File: src/rtl/tx_link_sequencer.sv
// Transmit lane sequencer: chooses one 8b10b character per cycle (commas, idle, SOF/data/EOF).
// Define TX_SKIP_EN to insert a K28.0 clock-compensation skip in idle every SKIP_PERIOD characters.
module tx_link_sequencer #(
  parameter int ALIGN_CNT   = 16,
  parameter int IFG         = 2,
  parameter int SKIP_PERIOD = 1024
) (
  input  logic       CLK,
  input  logic       RSTn,
  input  logic       EN,
  input  logic       S_VALID,
  input  logic [7:0] S_DATA,
  input  logic       S_LAST,
  output logic       S_READY,
  output logic       ENC_DVI,
  output logic       ENC_K,
  output logic [7:0] ENC_DI,
  output logic       ALIGNED
);

  localparam logic [7:0] K28_5 = 8'hBC;
  localparam logic [7:0] K27_7 = 8'hFB;
  localparam logic [7:0] K29_7 = 8'hFD;
  localparam logic [7:0] K23_7 = 8'hF7;
  localparam logic [7:0] K30_7 = 8'hFE;
  localparam logic [7:0] K28_0 = 8'h1C;
  localparam int AW = $clog2(ALIGN_CNT + 1);
  localparam int GW = $clog2(IFG + 1);

  typedef enum logic [2:0] {
    ST_OFF, ST_ALIGN, ST_IDLE, ST_SOF, ST_DATA, ST_EOF
  } state_t;

  state_t        r_state;
  logic [AW-1:0] r_align_cnt;
  logic [GW-1:0] r_gap_cnt;
  logic          w_gap_ok;
  logic          w_skip_now;

  // An abort cycle replaces the data slot, so nothing is taken while EN is low.
  assign S_READY  = (r_state == ST_DATA) && EN;
  assign w_gap_ok = (r_gap_cnt >= GW'(IFG - 1));

`ifdef TX_SKIP_EN
  localparam int SW = $clog2(SKIP_PERIOD + 1);
  logic [SW-1:0] r_skip_cnt;

  // Counter saturates at SKIP_PERIOD; saturation is the pending flag.
  assign w_skip_now = (r_state == ST_IDLE) && EN && (r_skip_cnt == SW'(SKIP_PERIOD));

  always_ff @(posedge CLK or negedge RSTn) begin
    if (!RSTn) begin
      r_skip_cnt <= '0;
    end else if (r_state == ST_OFF || !EN || w_skip_now) begin
      r_skip_cnt <= '0;
    end else if (r_skip_cnt != SW'(SKIP_PERIOD)) begin
      r_skip_cnt <= r_skip_cnt + 1'b1;
    end
  end
`else
  logic w_skip_period_unused;
  assign w_skip_period_unused = (SKIP_PERIOD > 0);
  assign w_skip_now           = 1'b0;
`endif

  always_ff @(posedge CLK or negedge RSTn) begin
    if (!RSTn) begin
      r_state     <= ST_OFF;
      r_align_cnt <= '0;
      r_gap_cnt   <= '0;
      ENC_DVI     <= 1'b0;
      ENC_K       <= 1'b0;
      ENC_DI      <= 8'h00;
      ALIGNED     <= 1'b0;
    end else begin
      case (r_state)
        ST_OFF: begin
          ENC_DVI <= 1'b0;
          ENC_K   <= 1'b0;
          ENC_DI  <= 8'h00;
          ALIGNED <= 1'b0;
          if (EN) begin
            r_state     <= ST_ALIGN;
            r_align_cnt <= '0;
          end
        end
        default: begin
          if (!EN) begin
            r_state <= ST_OFF;
            ALIGNED <= 1'b0;
            if (r_state == ST_SOF || r_state == ST_DATA) begin
              ENC_DVI <= 1'b1;
              ENC_K   <= 1'b1;
              ENC_DI  <= K30_7;
            end else begin
              ENC_DVI <= 1'b0;
              ENC_K   <= 1'b0;
              ENC_DI  <= 8'h00;
            end
          end else begin
            ENC_DVI <= 1'b1;
            ENC_K   <= 1'b1;
            case (r_state)
              ST_ALIGN: begin
                ENC_DI <= K28_5;
                if (r_align_cnt == AW'(ALIGN_CNT - 1)) begin
                  r_state   <= ST_IDLE;
                  r_gap_cnt <= GW'(IFG);
                end else begin
                  r_align_cnt <= r_align_cnt + 1'b1;
                end
              end
              ST_IDLE: begin
                ENC_DI  <= w_skip_now ? K28_0 : K28_5;
                ALIGNED <= 1'b1;
                if (r_gap_cnt != GW'(IFG)) r_gap_cnt <= r_gap_cnt + 1'b1;
                if (S_VALID && w_gap_ok) r_state <= ST_SOF;
              end
              ST_SOF: begin
                ENC_DI  <= K27_7;
                r_state <= ST_DATA;
              end
              ST_DATA: begin
                if (S_VALID) begin
                  ENC_K  <= 1'b0;
                  ENC_DI <= S_DATA;
                  if (S_LAST) r_state <= ST_EOF;
                end else begin
                  ENC_DI <= K23_7;
                end
              end
              ST_EOF: begin
                ENC_DI    <= K29_7;
                r_gap_cnt <= '0;
                r_state   <= ST_IDLE;
              end
              default: begin
                ENC_DVI <= 1'b0;
                ENC_K   <= 1'b0;
                ENC_DI  <= 8'h00;
                r_state <= ST_OFF;
              end
            endcase
          end
        end
      endcase
    end
  end

endmodule
File: config.mk
export PLATFORM = sky130hd
export DESIGN_NAME = tx_link_sequencer
export DESIGN_NICKNAME = d
export VERILOG_FILES = /design/src/rtl/tx_link_sequencer.sv
export SDC_FILE = /design/constraint.sdc
export NUM_CORES = 1
export LEC_CHECK = 0
export BUFFER_PORTS_ARGS = -buffer_cell sky130_fd_sc_hd__buf_2
export CORE_UTILIZATION = 30
export DETAILED_ROUTE_END_ITERATION = 7
export PLACE_DENSITY = 0.52
export SETUP_SLACK_MARGIN = 0.05
export SLEW_MARGIN = 40
export SYNTH_ARGS = -nofsm -noshare
export SYNTH_HDL_FRONTEND = slang
export SYNTH_SLANG_ARGS = --single-unit
File: constraint.sdc
create_clock -name CLK -period 2.5 [get_ports CLK]
set_input_delay 0.375 -clock CLK [delete_from_list [all_inputs] [get_ports CLK]]
set_output_delay 0.375 -clock CLK [all_outputs]
set_load 0.005 [all_outputs]
==> After elaboration in Yosys (flattened, before gate mapping) <==
Cells that the tools add are included.
{ "totals": {"register_bits": 21, "out_inout_bits": 12} }
{ "op_classes": {"addsub": 2, "n_lt_le_gt_ge": 1, "n_eq_ne": 16, "muxes": 32, "bitwise": 1, "n_reduce_logical": 12} }
{ "op_table": {"columns": ["operator", "count"], "rows": [
  ["two-way mux 8 bit", 4],
  ["case mux 8 bit (4 select lines)", 1],
  ["two-way mux 5 bit", 5],
  ["two-way mux 3 bit", 7],
  ["case mux 3 bit (5 select lines)", 1],
  ["two-way mux 1 bit", 10],
  ["AND reduction 5 bit", 2],
  ["!= test 2 bit (second input constant)", 4],
  ["!= test 4 x 3 -> 1 bit (second input constant)", 2],
  ["!= test 4 bit (second input constant)", 2],
  ["== test 3 x 2 -> 1 bit (second input constant)", 2],
  ["== test 3 bit (second input constant)", 2],
  ["case mux 2 bit (3 select lines)", 1],
  ["adder 5 x 1 -> 5 bit (second input constant)", 1],
  ["== test 5 x 4 -> 1 bit (second input constant)", 1],
  ["OR reduction 5 bit", 1],
  ["two-way mux 2 bit", 2],
  ["OR reduction 4 bit", 1],
  ["== test 3 x 1 -> 1 bit (second input constant)", 1],
  ["logical NOT 3 bit", 1],
  ["!= test 3 x 1 -> 1 bit (second input constant)", 1],
  ["AND reduction 3 bit", 1],
  ["nonzero test 3 bit", 1],
  ["adder 2 x 1 -> 2 bit (second input constant)", 1],
  ["8 further kinds", 9]
]} }

==> Depth between registers and ports, before layout <==
{ "logic_depth": {"ltp_word": 6, "depth_mapped": 8} }

==> Least setup slack after synthesis <==
Ideal clock, no wire load.
{ "synth_timing": {"path_type": "register to register", "start": "reg r_align_cnt[0]", "end": "reg r_gap_cnt[0]", "setup_time_ns": 0.125, "arrival_ns": 1.704, "t_required_ns": 2.375, "setup_slack_ns": 0.671, "path_stages_with_launch": 9, "n_path_buf": 1, "period_less_slack_ns": 1.829, "cell_sequence": "dfrtp_1 ha_1 and3_1 ha_1 clkbuf_1 nor2_1 o22ai_2 nand2_2 mux2_4"} }
{ "synth_via": {"elab_chain_len": 3} }
{ "synth_lines": {"columns": ["element", "line", "text"], "rows": [
  ["start: declaration", "35", "logic [AW-1:0] r_align_cnt;"],
  ["start signal: assignment", "110", "r_align_cnt <= r_align_cnt + 1'b1;"],
  ["== test 5 x 4 -> 1 bit", "106", "if (r_align_cnt == AW'(ALIGN_CNT - 1)) begin"],
  ["!= test 2 bit (no line)", null, null],
  ["AND reduction 5 bit (no line)", null, null],
  ["end signal: assignment", "108", "r_gap_cnt <= GW'(IFG);"],
  ["end signal: assignment", "116", "if (r_gap_cnt != GW'(IFG)) r_gap_cnt <= r_gap_cnt + 1'b1;"],
  ["end: declaration", "36", "logic [GW-1:0] r_gap_cnt;"]
]} }
Every way passes these cells.
A chain may end at the register's enable or synchronous reset.

==> Final worst setup path <==
{ "layout_timing": {"start": "reg r_state[0]", "end": "out S_READY"} }
{ "layout_via": {"elab_chain_len": 2} }
{ "layout_lines": {"columns": ["element", "line", "text"], "rows": [
  ["start: declaration", "34", "state_t r_state;"],
  ["start signal: assignment", "68", "r_state <= ST_OFF;"],
  ["start signal: assignment", "83", "r_state <= ST_ALIGN;"],
  ["start signal: assignment", "89", "r_state <= ST_OFF;"],
  ["== test 3 bit", "41", "assign S_READY = (r_state == ST_DATA) && EN;"],
  ["logical AND 1 bit", "41", null],
  ["end: declaration", "14", "output logic S_READY,"]
]} }
Every way passes these cells.

==> results.toml <==
[outcome]
status = "complete, no violations"

[cts]
hold_buffers = 0
cts_max_path_buffers = 2
postCtsSetupRepairBufs = 0
htree_levels = 1
root_buffer = "clkbuf_4"
cts_tree = "yes"
clock_latency_ns = 0.30
clk_pin_slew_ns = 0.12
cts_buffers = 3
clock-sinks = 21
cts_resized = 0

[worst_setup_path]
slowest_delay_ns = 0.63
worstPathArrival_ns = 1.69
path_cells = "clkinv_1, nand2_1, nor2_1, buf_2"
worst-setup-path-type = "reg -> out"
reg2reg_slack_ns = 0.61
crit_start = "r_state[0]"
r2r_cells = 7
path_max_fanout = 14
r2r_start = "r_align_cnt[0]"
critPathRequiredTime_ns = 2.12
cp-start-kind = "register"
crit_path_end_kind = "output pin"
rr_endpoint = "r_gap_cnt[0]"
worst_path_max_delay_cell = "dfrtp_1"

[grt]
overflow = 0
grt_max_degree = 22
grt_pass1_vias = 839
grt_pass1_wl_mm = 3.87
antenna_found_initial = 0
grt_use_total_pct = 12.6

[yosys]
synth-async-reset-ratio_pct = 100
synth_seq_cells = 21
netlist_area_sq_um = 1090
synthCells = 116
ys.flop_type = "dfrtp_1"
seq_area_frac_synth_pct = 48.3
synth_fp_nets = 133
yosys_warnings = 0
avgSynthCellArea_sq_um = 9.38
synth-edff-count = 0
synth.distinct_cells = 32

[worst_hold_path]
min_path_type = "in -> async"

[sta]
finClkSkew_ns = 0.00399
finalHoldViolCount = 0
fin_setup_tns_ns = 0
period_share_pct = 82.6
post-route-min-period_ns = 2.07
rsz0062_at_grt = "false"
maxSlewViolCount = 0
worst_pin_slew_ns = 0.474
relSlewSlack_pct = 68.2
setup_violations = 0
max_freq_mhz = 484

[die]
coreArea_sq_um = 3420
floorplan.die_area_sq_um = 3870
die_h_microns = 62.2
rows = 21
die_w_microns = 62.2
pin_count = 25
start_util_pct = 31.9

[power]
power-per-cell-area_nw_per_um2 = 550
power_mw = 0.699
leakage_nw = 0.633
ir_drop_v = 0.000308

[detailed_routing]
drt_wl_total_mm = 2.21
vias = 906
drtIter0Drc = 39
vias_per_cell = 4.92
wl_per_cell_microns = 12.0
drc_errors = 0
antenna_left = 0
first_pass_iters = 4

[cells_and_area]
fin_nets = 156
fillers = 368
antenna_cells = 0
synthToLayoutAreaGrowth_pct = 16.7
drive_gt1_share_pct = 24.6

[placement]
port_buffers = 24
gp_congestion = 0.735
dp_hpwl_mm = 1.59

[run]
cap_violations = 0
## cells in the final DEF, fill, tap and decap left out
| cell | count |
|---|---|
| o31ai_2 | 1 |
| a21o_1 | 4 |
| nand4b_1 | 1 |
| or3b_4 | 1 |
| a22oi_1 | 1 |
| o21ai_0 | 15 |
| nand2_1 | 12 |
| clkinv_2 | 1 |
| and3_1 | 1 |
| mux2_4 | 1 |
| nor2b_1 | 1 |
| buf_4 | 1 |
| nand3b_1 | 1 |
| clkbuf_4 | 3 |
| nor3_1 | 4 |
| clkinv_1 | 1 |
| o41ai_1 | 1 |
| mux2i_1 | 2 |
| ha_1 | 4 |
| o22ai_2 | 1 |
| a211oi_1 | 3 |
| nor2_1 | 8 |
| buf_2 | 24 |
| inv_1 | 5 |
| nand2_2 | 1 |
| a21oi_1 | 9 |
| and2b_1 | 1 |
| nand2b_1 | 2 |
| nand4_1 | 1 |
| or3b_1 | 1 |
| a31oi_1 | 1 |
| dfrtp_1 | 21 |
| o31ai_1 | 2 |
| and2_1 | 2 |
## power breakdown
group / switching (mW) / internal, mW / leakage [nW]
combinational: 0.0661 / 0.0550 / 0.343
clock: 0.104 / 0.0596 / 0.0177
sequential: 0.0342 / 0.379 / 0.273
total: 0.205 / 0.494 / 0.633
## per-layer routing
| layer | vias up | wire (microns) | global-route usage, % | share of wire [%] |
|---|---|---|---|---|
| met5 | - | 0 | 0 | 0 |
| met4 | 0 | 27 | 3.49 | 1.2 |
| met3 | 2 | 95 | 3.86 | 4.3 |
| met2 | 17 | 1020 | 19.8 | 46 |
| met1 | 438 | 1070 | 16.6 | 48 |
| li1 | 449 | - | - | - |
## critical path, delay by kind of cell, from the launching register on
kind	cells	cell delay [ns]
flops	1	0.63
simple gates	2	0.24
buf+inv	2	0.51
## state kept, by name, summed over array words and instances, names as in the netlist
name	count
ALIGNED	1
ENC_DI	8
r_align_cnt	5
r_state	3
r_gap_cnt	2
ENC_DVI	1
ENC_K	1
## Yosys cell counts, types with 3 or more instances
cell	number	area share [%]
inv_1	5	1.7
ha_1	4	4.6
a21o_1	4	2.8
nor3_1	4	1.8
o21ai_0	15	6.9
a211oi_1	3	2.1
clkbuf_1	3	1.0
buf_2	4	1.8
nor2_1	8	2.8
nand2_1	12	4.1
a21oi_1	9	4.1
dfrtp_1	21	48
## how the worst max path moves through the flow
stage | end | slack [ns] | cells after the start
after CTS | S_READY | 0.42 | 4
after detailed placement | r_gap_cnt[0] | 0.62 | 7
after global placement | r_gap_cnt[0] | 0.68 | 7
after floorplan | r_gap_cnt[0] | 0.67 | 8
final | S_READY | 0.43 | 4
after global routing | S_READY | 0.26 | 4
## area by class of cell
type / count / area, sq um / share of cell area [%]
timing repair buffer: 25 / 128 / 10.0
sequential: 21 / 526 / 41.4
tap: 46 / 57.6 / 4.53
inverter: 6 / 22.5 / 1.77
multi-input combinational: 82 / 509 / 40.1
clock inverter: 1 / 5.00 / 0.394
clock buffer: 3 / 22.5 / 1.77
## per-stage QoR
stage / utilization (%) / hold WS [ns] / setup WS [ns] / instance area, sq um / instances
after floorplan: - / 0.0794 / 0.671 / 1090 / 116
after global routing: 37.2 / 0.0198 / 0.257 / 1270 / 184
after CTS: 37.2 / 0.0191 / 0.417 / 1270 / 184
after detailed placement: 36.4 / 0.364 / 0.623 / 1240 / 180
after global placement: 36.4 / 0.366 / 0.679 / 1240 / 180
final: 37.2 / 0.00415 / 0.435 / 1270 / 184
## kinds of logic after synthesis
| logic type | share of synthesized area (%) |
|---|---|
| AO/OA/AOI/OAI | 21.6 |
| adder cells (fa/ha/maj) | 4.60 |
| buffers and inverters | 4.94 |
| flip-flops | 48.3 |
| multiplexers | 3.22 |
| AND/OR/NAND/NOR | 17.4 |
No activity file was read; power rests on OpenSTA's default activity.
